<file path="config.mk">
export PLATFORM = sky130hd
export DESIGN_NAME = muldiv_unit
export DESIGN_NICKNAME = d
export VERILOG_FILES = /design/src/rtl/muldiv_unit_pkg.sv /design/src/rtl/muldiv_iter.sv /design/src/rtl/muldiv_unit.sv
export SDC_FILE = /design/constraint.sdc
export NUM_CORES = 1
export LEC_CHECK = 0
export ABC_AREA = 1
export CORE_ASPECT_RATIO = 1.75
export CORE_MARGIN = 5
export CORE_UTILIZATION = 45
export DETAILED_ROUTE_END_ITERATION = 7
export PLACE_DENSITY = 0.6
export SETUP_SLACK_MARGIN = 0.15
export SYNTH_ARGS = -nofsm -noshare
export SYNTH_HDL_FRONTEND = slang
export SYNTH_SLANG_ARGS = --single-unit
</file>
<file path="constraint.sdc">
create_clock -name clk -period 3.84 [get_ports clk]
set_input_delay 0.384 -clock clk [delete_from_list [all_inputs] [get_ports clk]]
set_output_delay 0.384 -clock clk [all_outputs]
set_load 0.01 [all_outputs]
</file>
<file path="src/rtl/muldiv_unit_pkg.sv">
// Shared definitions for the RV32M multiply/divide unit: operation encodings
// and small decode helpers used by the unit and its iteration datapath.
package muldiv_unit_pkg;

    localparam int XLEN = 32;

    // MulDivOp encodings, matching the M-extension funct3 field.
    typedef enum logic [2:0] {
        OP_MUL    = 3'd0,
        OP_MULH   = 3'd1,
        OP_MULHSU = 3'd2,
        OP_MULHU  = 3'd3,
        OP_DIV    = 3'd4,
        OP_DIVU   = 3'd5,
        OP_REM    = 3'd6,
        OP_REMU   = 3'd7
    } muldiv_op_e;

    // Divide-class ops all have bit 2 set.
    function automatic logic op_is_div(input muldiv_op_e op);
        return op[2];
    endfunction

    // rs1 is interpreted as signed for these ops.
    function automatic logic op_a_signed(input muldiv_op_e op);
        return (op == OP_MUL) || (op == OP_MULH) || (op == OP_MULHSU) ||
               (op == OP_DIV) || (op == OP_REM);
    endfunction

    // rs2 is interpreted as signed for these ops (MULHSU treats it unsigned).
    function automatic logic op_b_signed(input muldiv_op_e op);
        return (op == OP_MUL) || (op == OP_MULH) ||
               (op == OP_DIV) || (op == OP_REM);
    endfunction

endpackage

</file>
<file path="src/rtl/muldiv_iter.sv">
// Radix-2 iteration datapath: 64-bit accumulator, 5-bit step counter and
// the per-cycle shift-add (multiply) or restoring-subtract (divide) step.
// Operands are unsigned magnitudes held stable by the parent for the whole
// operation. Multiply walks the multiplier MSB-first; divide produces one
// quotient bit per step with the remainder in acc[63:32] and the quotient
// in acc[31:0].
module muldiv_iter
    import muldiv_unit_pkg::*;
(
    input  logic        clk,
    input  logic        rst,
    input  logic        init,
    input  logic [63:0] init_val,
    input  logic        step,
    input  logic        is_div,
    input  logic [31:0] opa,
    input  logic [31:0] opb,
    output logic [63:0] acc,
    output logic [4:0]  cnt
);

    logic [4:0]  bit_idx;
    logic [63:0] mul_next;
    logic [32:0] trial;
    logic [31:0] rem_sub;
    logic [63:0] div_next;

    // Next accumulator value for one multiply or one divide step.
    always_comb begin
        // NOTE: every signal gets a value before any branch, so no path can infer a latch.
        div_next = '0;
        bit_idx  = 5'd31 - cnt;
        mul_next = {acc[62:0], 1'b0} + {32'd0, opa & {XLEN{opb[bit_idx]}}};
        trial    = {acc[63:32], opa[bit_idx]};
        rem_sub  = trial[31:0] - opb;
        if (trial >= {1'b0, opb}) begin
            div_next = {rem_sub, acc[30:0], 1'b1};
        end else begin
            div_next = {trial[31:0], acc[30:0], 1'b0};
        end
    end

    // Accumulator and counter: load on start, advance one step per RUN cycle.
    always_ff @(posedge clk) begin
        // NOTE: state registers use non-blocking assignment so all of them sample pre-edge values.
        if (rst) begin
            acc <= '0;
            cnt <= '0;
        end else if (init) begin
            acc <= init_val;
            cnt <= '0;
        end else if (step) begin
            acc <= is_div ? div_next : mul_next;
            cnt <= cnt + 5'd1;
        end
    end

endmodule

</file>
<file path="src/rtl/muldiv_unit.sv">
// Multi-cycle RV32M multiply/divide unit sitting beside the ALU in EX.
// FSM IDLE -> RUN (32 steps) -> FIX (sign fixup, result register, Done).
// Divide by zero and signed overflow skip RUN and finish in two cycles.
// Build option MULDIV_FAST_MUL_EN: multiplies use a single-cycle 33x33
// signed product and also skip RUN; divides are unaffected.
module muldiv_unit
    import muldiv_unit_pkg::*;
#(
    parameter int WIDTH = 32
) (
    input  logic             clk,
    input  logic             rst,
    input  logic             Start,
    input  logic             Flush,
    input  logic [2:0]       MulDivOp,
    input  logic [WIDTH-1:0] Operand1,
    input  logic [WIDTH-1:0] Operand2,
    output logic             Busy,
    output logic             Done,
    output logic [WIDTH-1:0] MulDivOut
);

    typedef enum logic [1:0] {
        S_IDLE = 2'd0,
        S_RUN  = 2'd1,
        S_FIX  = 2'd2
    } state_e;

    state_e      state;
    muldiv_op_e  op_q;
    logic [31:0] opa_q;
    logic [31:0] opb_q;
    logic        neg_q;

    muldiv_op_e  op_in;
    logic        sign_a;
    logic        sign_b;
    logic [31:0] mag_a;
    logic [31:0] mag_b;
    logic        neg_in;
    logic        div_zero;
    logic        div_ovf;
    logic        fast_mul;
    logic [63:0] fast_prod;
    logic [63:0] init_val;
    logic        skip_run;
    logic        start_go;

    logic [63:0] acc;
    logic [4:0]  cnt;
    logic [63:0] prod;
    logic [31:0] quo;
    logic [31:0] rem;
    logic [31:0] fix_result;

`ifdef MULDIV_FAST_MUL_EN
    logic signed [32:0] fast_a;
    logic signed [32:0] fast_b;

    // Single-cycle product of the sign-extended operands.
    always_comb begin
        fast_a    = {sign_a, Operand1};
        fast_b    = {sign_b, Operand2};
        fast_mul  = !op_is_div(op_in);
        fast_prod = 64'(fast_a) * 64'(fast_b);
    end
`else
    assign fast_mul  = 1'b0;
    assign fast_prod = '0;
`endif

    // Operand conditioning, result sign and special-case detection.
    always_comb begin
        op_in    = muldiv_op_e'(MulDivOp);
        sign_a   = op_a_signed(op_in) & Operand1[31];
        sign_b   = op_b_signed(op_in) & Operand2[31];
        mag_a    = sign_a ? (32'd0 - Operand1) : Operand1;
        mag_b    = sign_b ? (32'd0 - Operand2) : Operand2;
        case (op_in)
            OP_MUL, OP_MULH, OP_MULHSU, OP_DIV: neg_in = sign_a ^ sign_b;
            OP_REM:                             neg_in = sign_a;
            default:                            neg_in = 1'b0;
        endcase
        div_zero = op_is_div(op_in) && (Operand2 == '0);
        div_ovf  = ((op_in == OP_DIV) || (op_in == OP_REM)) &&
                   (Operand1 == 32'h8000_0000) && (Operand2 == 32'hFFFF_FFFF);
        // Special cases and the fast product preload their final value.
        init_val = '0;
        if (div_zero) begin
            init_val = {Operand1, 32'hFFFF_FFFF};
        end else if (div_ovf) begin
            init_val = {32'd0, 32'h8000_0000};
        end else if (fast_mul) begin
            init_val = fast_prod;
        end
        skip_run = div_zero || div_ovf || fast_mul;
        start_go = (state == S_IDLE) && Start && !Done && !Flush;
    end

    muldiv_iter u_iter (
        .clk      (clk),
        .rst      (rst),
        .init     (start_go),
        .init_val (init_val),
        .step     (state == S_RUN),
        .is_div   (op_is_div(op_q)),
        .opa      (opa_q),
        .opb      (opb_q),
        .acc      (acc),
        .cnt      (cnt)
    );

    // Sign fixup and result selection for the FIX cycle.
    always_comb begin
        prod = neg_q ? (64'd0 - acc) : acc;
        quo  = neg_q ? (32'd0 - acc[31:0]) : acc[31:0];
        rem  = neg_q ? (32'd0 - acc[63:32]) : acc[63:32];
        case (op_q)
            OP_MUL:                      fix_result = prod[31:0];
            OP_MULH, OP_MULHSU, OP_MULHU: fix_result = prod[63:32];
            OP_DIV, OP_DIVU:             fix_result = quo;
            default:                     fix_result = rem;
        endcase
    end

    // Control FSM with registered Busy/Done/MulDivOut; Flush aborts silently.
    always_ff @(posedge clk) begin
        if (rst) begin
            state     <= S_IDLE;
            op_q      <= OP_MUL;
            opa_q     <= '0;
            opb_q     <= '0;
            neg_q     <= 1'b0;
            Busy      <= 1'b0;
            Done      <= 1'b0;
            MulDivOut <= '0;
        end else begin
            Done <= 1'b0;
            if (Flush) begin
                state <= S_IDLE;
                Busy  <= 1'b0;
            end else begin
                case (state)
                    S_IDLE: begin
                        if (start_go) begin
                            op_q  <= op_in;
                            opa_q <= mag_a;
                            opb_q <= mag_b;
                            neg_q <= skip_run ? 1'b0 : neg_in;
                            Busy  <= 1'b1;
                            state <= skip_run ? S_FIX : S_RUN;
                        end
                    end
                    S_RUN: begin
                        if (cnt == 5'd31) begin
                            state <= S_FIX;
                        end
                    end
                    S_FIX: begin
                        MulDivOut <= fix_result;
                        Done      <= 1'b1;
                        Busy      <= 1'b0;
                        state     <= S_IDLE;
                    end
                    default: begin
                        state <= S_IDLE;
                        Busy  <= 1'b0;
                    end
                endcase
            end
        end
    end

endmodule

</file>
==> impl_metrics.yaml <==
run_status:
  outcome: "finished clean"
routing:
  drt_wl_total_um: 97000
  drt_first_iter_violations: 2462
  routedWlPerCell_um: 24.2
  drc: 0
  drt_pass1_iterations: 7
  route.detailed.vias_per_inst: 5.98
  via_count: 24000
  detail-route-antenna-nets: 0
cells_and_area:
  post_layout_nonfiller_instances: 4011
  antenna-diode-count: 0
  post_layout_inst_area_sq_mm: 0.0214
  syn2layout_area_growth_pct: 17.0
  count_of_fill_cells_added_during_filler_insertion: 4240
  finish.utilization_pct: 53.4
  share_of_final_layout_standard_cells_stronger_than_drive_strength_1_pct: 8.10
  final_nets: 3598
power:
  intPower_uw: 3770
  pwr_density_cell_mw_per_mm2: 335
  power.combinational.fraction_pct: 44.2
  switching_share_pct: 47.6
  switchingPower_uw: 3420
  power.static_leakage_uw: 0.00997
  seqPwrFrac_pct: 29.2
  clockPowerShare_pct: 26.6
  power.ir.vdd_worst_mv: 0.261
synth:
  post_synth_inst_count: 3325
  synth_edf_count: 0
  mapped_area_sq_mm: 0.0183
  synth.lib_cells_used.distinct: 53
  ys_async_sr_fraction_pct: 0
  average_cell_area_after_synthesis_sq_um: 5.51
  synth_most_common_cell: "sky130_fd_sc_hd__nand2_1"
  synth_largest_area_cell: "sky130_fd_sc_hd__dfxtp_1"
  synth_ff_type: "sky130_fd_sc_hd__dfxtp_1"
  post_synth_most_frequent_cells: "sky130_fd_sc_hd__nand2_1, sky130_fd_sc_hd__inv_1, sky130_fd_sc_hd__nor2_1"
  ys_warn_count: 0
  synth_seq_cells: 173
  synth_top_cell_area_share_pct: 18.9
  syn-num-nets: 3469
  seq_area_frac_synth_pct: 18.9
  synth_area_leaders: "sky130_fd_sc_hd__dfxtp_1, sky130_fd_sc_hd__nand2_1, sky130_fd_sc_hd__inv_1, sky130_fd_sc_hd__nor2_1, sky130_fd_sc_hd__a21oi_1"
critical_path:
  r2r_setup_slack_ns: 0.26
  data_arrival_time_of_the_critical_path_ns: 3.99
  setup.worst_path.start_class: "flop"
  setup.worst_path.end_class: "flop"
  path_class: "flop to flop"
  worst-path-max-fanout: 17
  worstPathRequired_ns: 4.25
place:
  io_buffer_count: 104
  placement_stage_cell_area_sq_mm: 0.0205
  gp_congestion: 1.10
  place_hpwl_um: 77800
  pre_cts_slack_ns: -0.0261
  placedCellCount: 3974
timing:
  fin_skew_ns: 0.0196
  maxSlewHeadroom_pct: 34.2
  fin_hold_ws_ns: 0.469
  report.final.slew_viol_count: 0
  worst-slew-pin-transition_ns: 0.977
  setup_violations: 0
  fin_crit_sh_pct: 93.3
  rsz0062_at_grt: "true"
  max_freq_ghz: 0.279
  finalHoldViolations: 0
  layout_min_cycle_time_ns: 3.58
  crit_path_setup_slack_layout_ns: 0.256
min_path:
  hold_path.class: "flop to flop"
clock_tree:
  number_of_buffers_inserted_during_clock_tree_synthesis: 17
  worst_setup_hold_path_clk_slew_ns: 0.08
  clock_latency_ns: 0.48
  root_buffer: "sky130_fd_sc_hd__clkbuf_16"
  cts-hold-fix-buffers: 0
  clkSinkCount: 173
  cts_tree: "built"
  h-tree-depth: 4
  cts-root-to-sink-buffers: 2
grt:
  first_global_vias: 22900
  initial_antenna_violation_count: 0
  grt_first_pass_wirelength_um: 141000
  largest_net_degree_at_the_start_of_global_routing: 52
  grt_remaining_overflow: 0
  globalRouteTotalUtil_pct: 41.5
floorplanning:
  io_pins: 105
  start_util_pct: 45.6
  die_h_um: 277
  die_width_um: 163
  core-area_sq_mm: 0.0402
  design.die.area_sq_mm: 0.0450
  core.rowCount: 97
job:
  drv_cap: 0
## worst max-delay path: stages (launching register included)
cell,delay (ns)
sky130_fd_sc_hd__dfxtp_2,0.35
sky130_fd_sc_hd__buf_4,0.17
sky130_fd_sc_hd__o211ai_1,0.19
sky130_fd_sc_hd__nand3_1,0.12
sky130_fd_sc_hd__nand3_1,0.10
sky130_fd_sc_hd__nand4_1,0.18
sky130_fd_sc_hd__nand2_4,0.20
sky130_fd_sc_hd__buf_8,0.17
sky130_fd_sc_hd__nor2_1,0.07
sky130_fd_sc_hd__ha_1,0.39
sky130_fd_sc_hd__nand2_2,0.11
sky130_fd_sc_hd__nor2_2,0.30
sky130_fd_sc_hd__nand2_1,0.09
sky130_fd_sc_hd__nand2_1,0.16
sky130_fd_sc_hd__nand2_1,0.08
sky130_fd_sc_hd__nand3b_1,0.14
sky130_fd_sc_hd__nand2_1,0.15
sky130_fd_sc_hd__nand2_1,0.14
sky130_fd_sc_hd__nand2_1,0.07
sky130_fd_sc_hd__nand2_1,0.06
sky130_fd_sc_hd__nand2_1,0.05
sky130_fd_sc_hd__nor2_1,0.10
sky130_fd_sc_hd__nor2_1,0.05
sky130_fd_sc_hd__nor2_1,0.07
## cells in the final DEF (no fill, tap or decap), types with 17 or more instances in the layout
master,Yosys,layout
sky130_fd_sc_hd__a21oi_1,290,278
sky130_fd_sc_hd__buf_4,5,120
sky130_fd_sc_hd__clkbuf_16,0,17
sky130_fd_sc_hd__clkdlybuf4s50_1,0,104
sky130_fd_sc_hd__dfxtp_1,173,169
sky130_fd_sc_hd__ha_1,71,62
sky130_fd_sc_hd__inv_1,445,442
sky130_fd_sc_hd__nand2_1,847,825
sky130_fd_sc_hd__nand2_2,5,23
sky130_fd_sc_hd__nand3_1,283,275
sky130_fd_sc_hd__nand4_1,59,59
sky130_fd_sc_hd__nor2_1,418,405
sky130_fd_sc_hd__nor2_2,8,18
sky130_fd_sc_hd__nor3_1,71,69
sky130_fd_sc_hd__o211ai_1,24,24
sky130_fd_sc_hd__o21ai_0,270,255
sky130_fd_sc_hd__o21ai_1,7,20
sky130_fd_sc_hd__o22ai_1,33,33
sky130_fd_sc_hd__xnor2_1,21,21
sky130_fd_sc_hd__xor2_1,34,34
## sequential cells by signal, summed over array words and instances (netlist names)
signal and cells:
op_q 3, neg_q 1, Done 1, Busy 1, u_iter.cnt 5, state 2
opb_q 32, MulDivOut 32, opa_q 32, u_iter.acc 64
## area by class of cell
class | instances | area (sq um) | share of cell area (%)
timing repair buffer | 230 | 2040 | 9.51
multi-input combinational | 2568 | 12900 | 60.0
tap | 544 | 681 | 3.18
inverter | 464 | 1740 | 8.14
clock inverter | 15 | 210 | 0.981
clock buffer | 17 | 425 | 1.98
sequential | 173 | 3470 | 16.2
## routing by layer
metal	GRT usage, %	up-vias	share of wire (%)
met5	0	-	0
met4	42.9	0	14
met3	6.66	508	8.0
met2	68.2	1459	45
met1	43.1	10800	33
li1	-	11200	-
## what timing repair did
action,CTS,global route
pin swaps,1,14
setup endpoints to repair,25,49
gates resized for setup,7,95
buffers inserted,0,5
## metrics by stage
stage / setup TNS (ns) / power, uW
after detailed placement: -0.0328 / 5150
after global placement: 0 / 5140
after CTS: 0 / 7050
after floorplan: 0 / 4060
final: 0 / 7190
after global routing: 0 / 7520
## power by group through the flow
stage	logic, uW	clock network [uW]	registers, uW
after detailed placement	3030	0	2120
after global placement	3020	0	2120
after global routing	3440	1970	2110
final	3180	1910	2100
after CTS	3050	1920	2080
after floorplan	2030	0	2020
## cells by family (layout without fill, tap and decap cells)
| logic type | count (synthesis) | count (layout) | synth area share (%) |
|---|---|---|---|
| XOR/XNOR | 55 | 55 | 2.63 |
| adder cells (fa/ha/maj) | 73 | 73 | 5.07 |
| flip-flops | 173 | 173 | 18.9 |
| AND/OR/NAND/NOR | 1742 | 1742 | 40.2 |
| buffers and inverters | 584 | 726 | 12.5 |
| AO/OA/AOI/OAI | 698 | 698 | 20.7 |
## final timing paths
kind | from | endpoint | cells after the start
hold / removal | MulDivOut[7] | MulDivOut[7] | 2
setup reg to reg | u_iter.cnt[0] | u_iter.acc[52] | 23
hold reg to reg | MulDivOut[7] | MulDivOut[7] | 2
setup / recovery | u_iter.cnt[0] | u_iter.acc[52] | 23
Note: power is estimated with default switching activity, not from simulation.
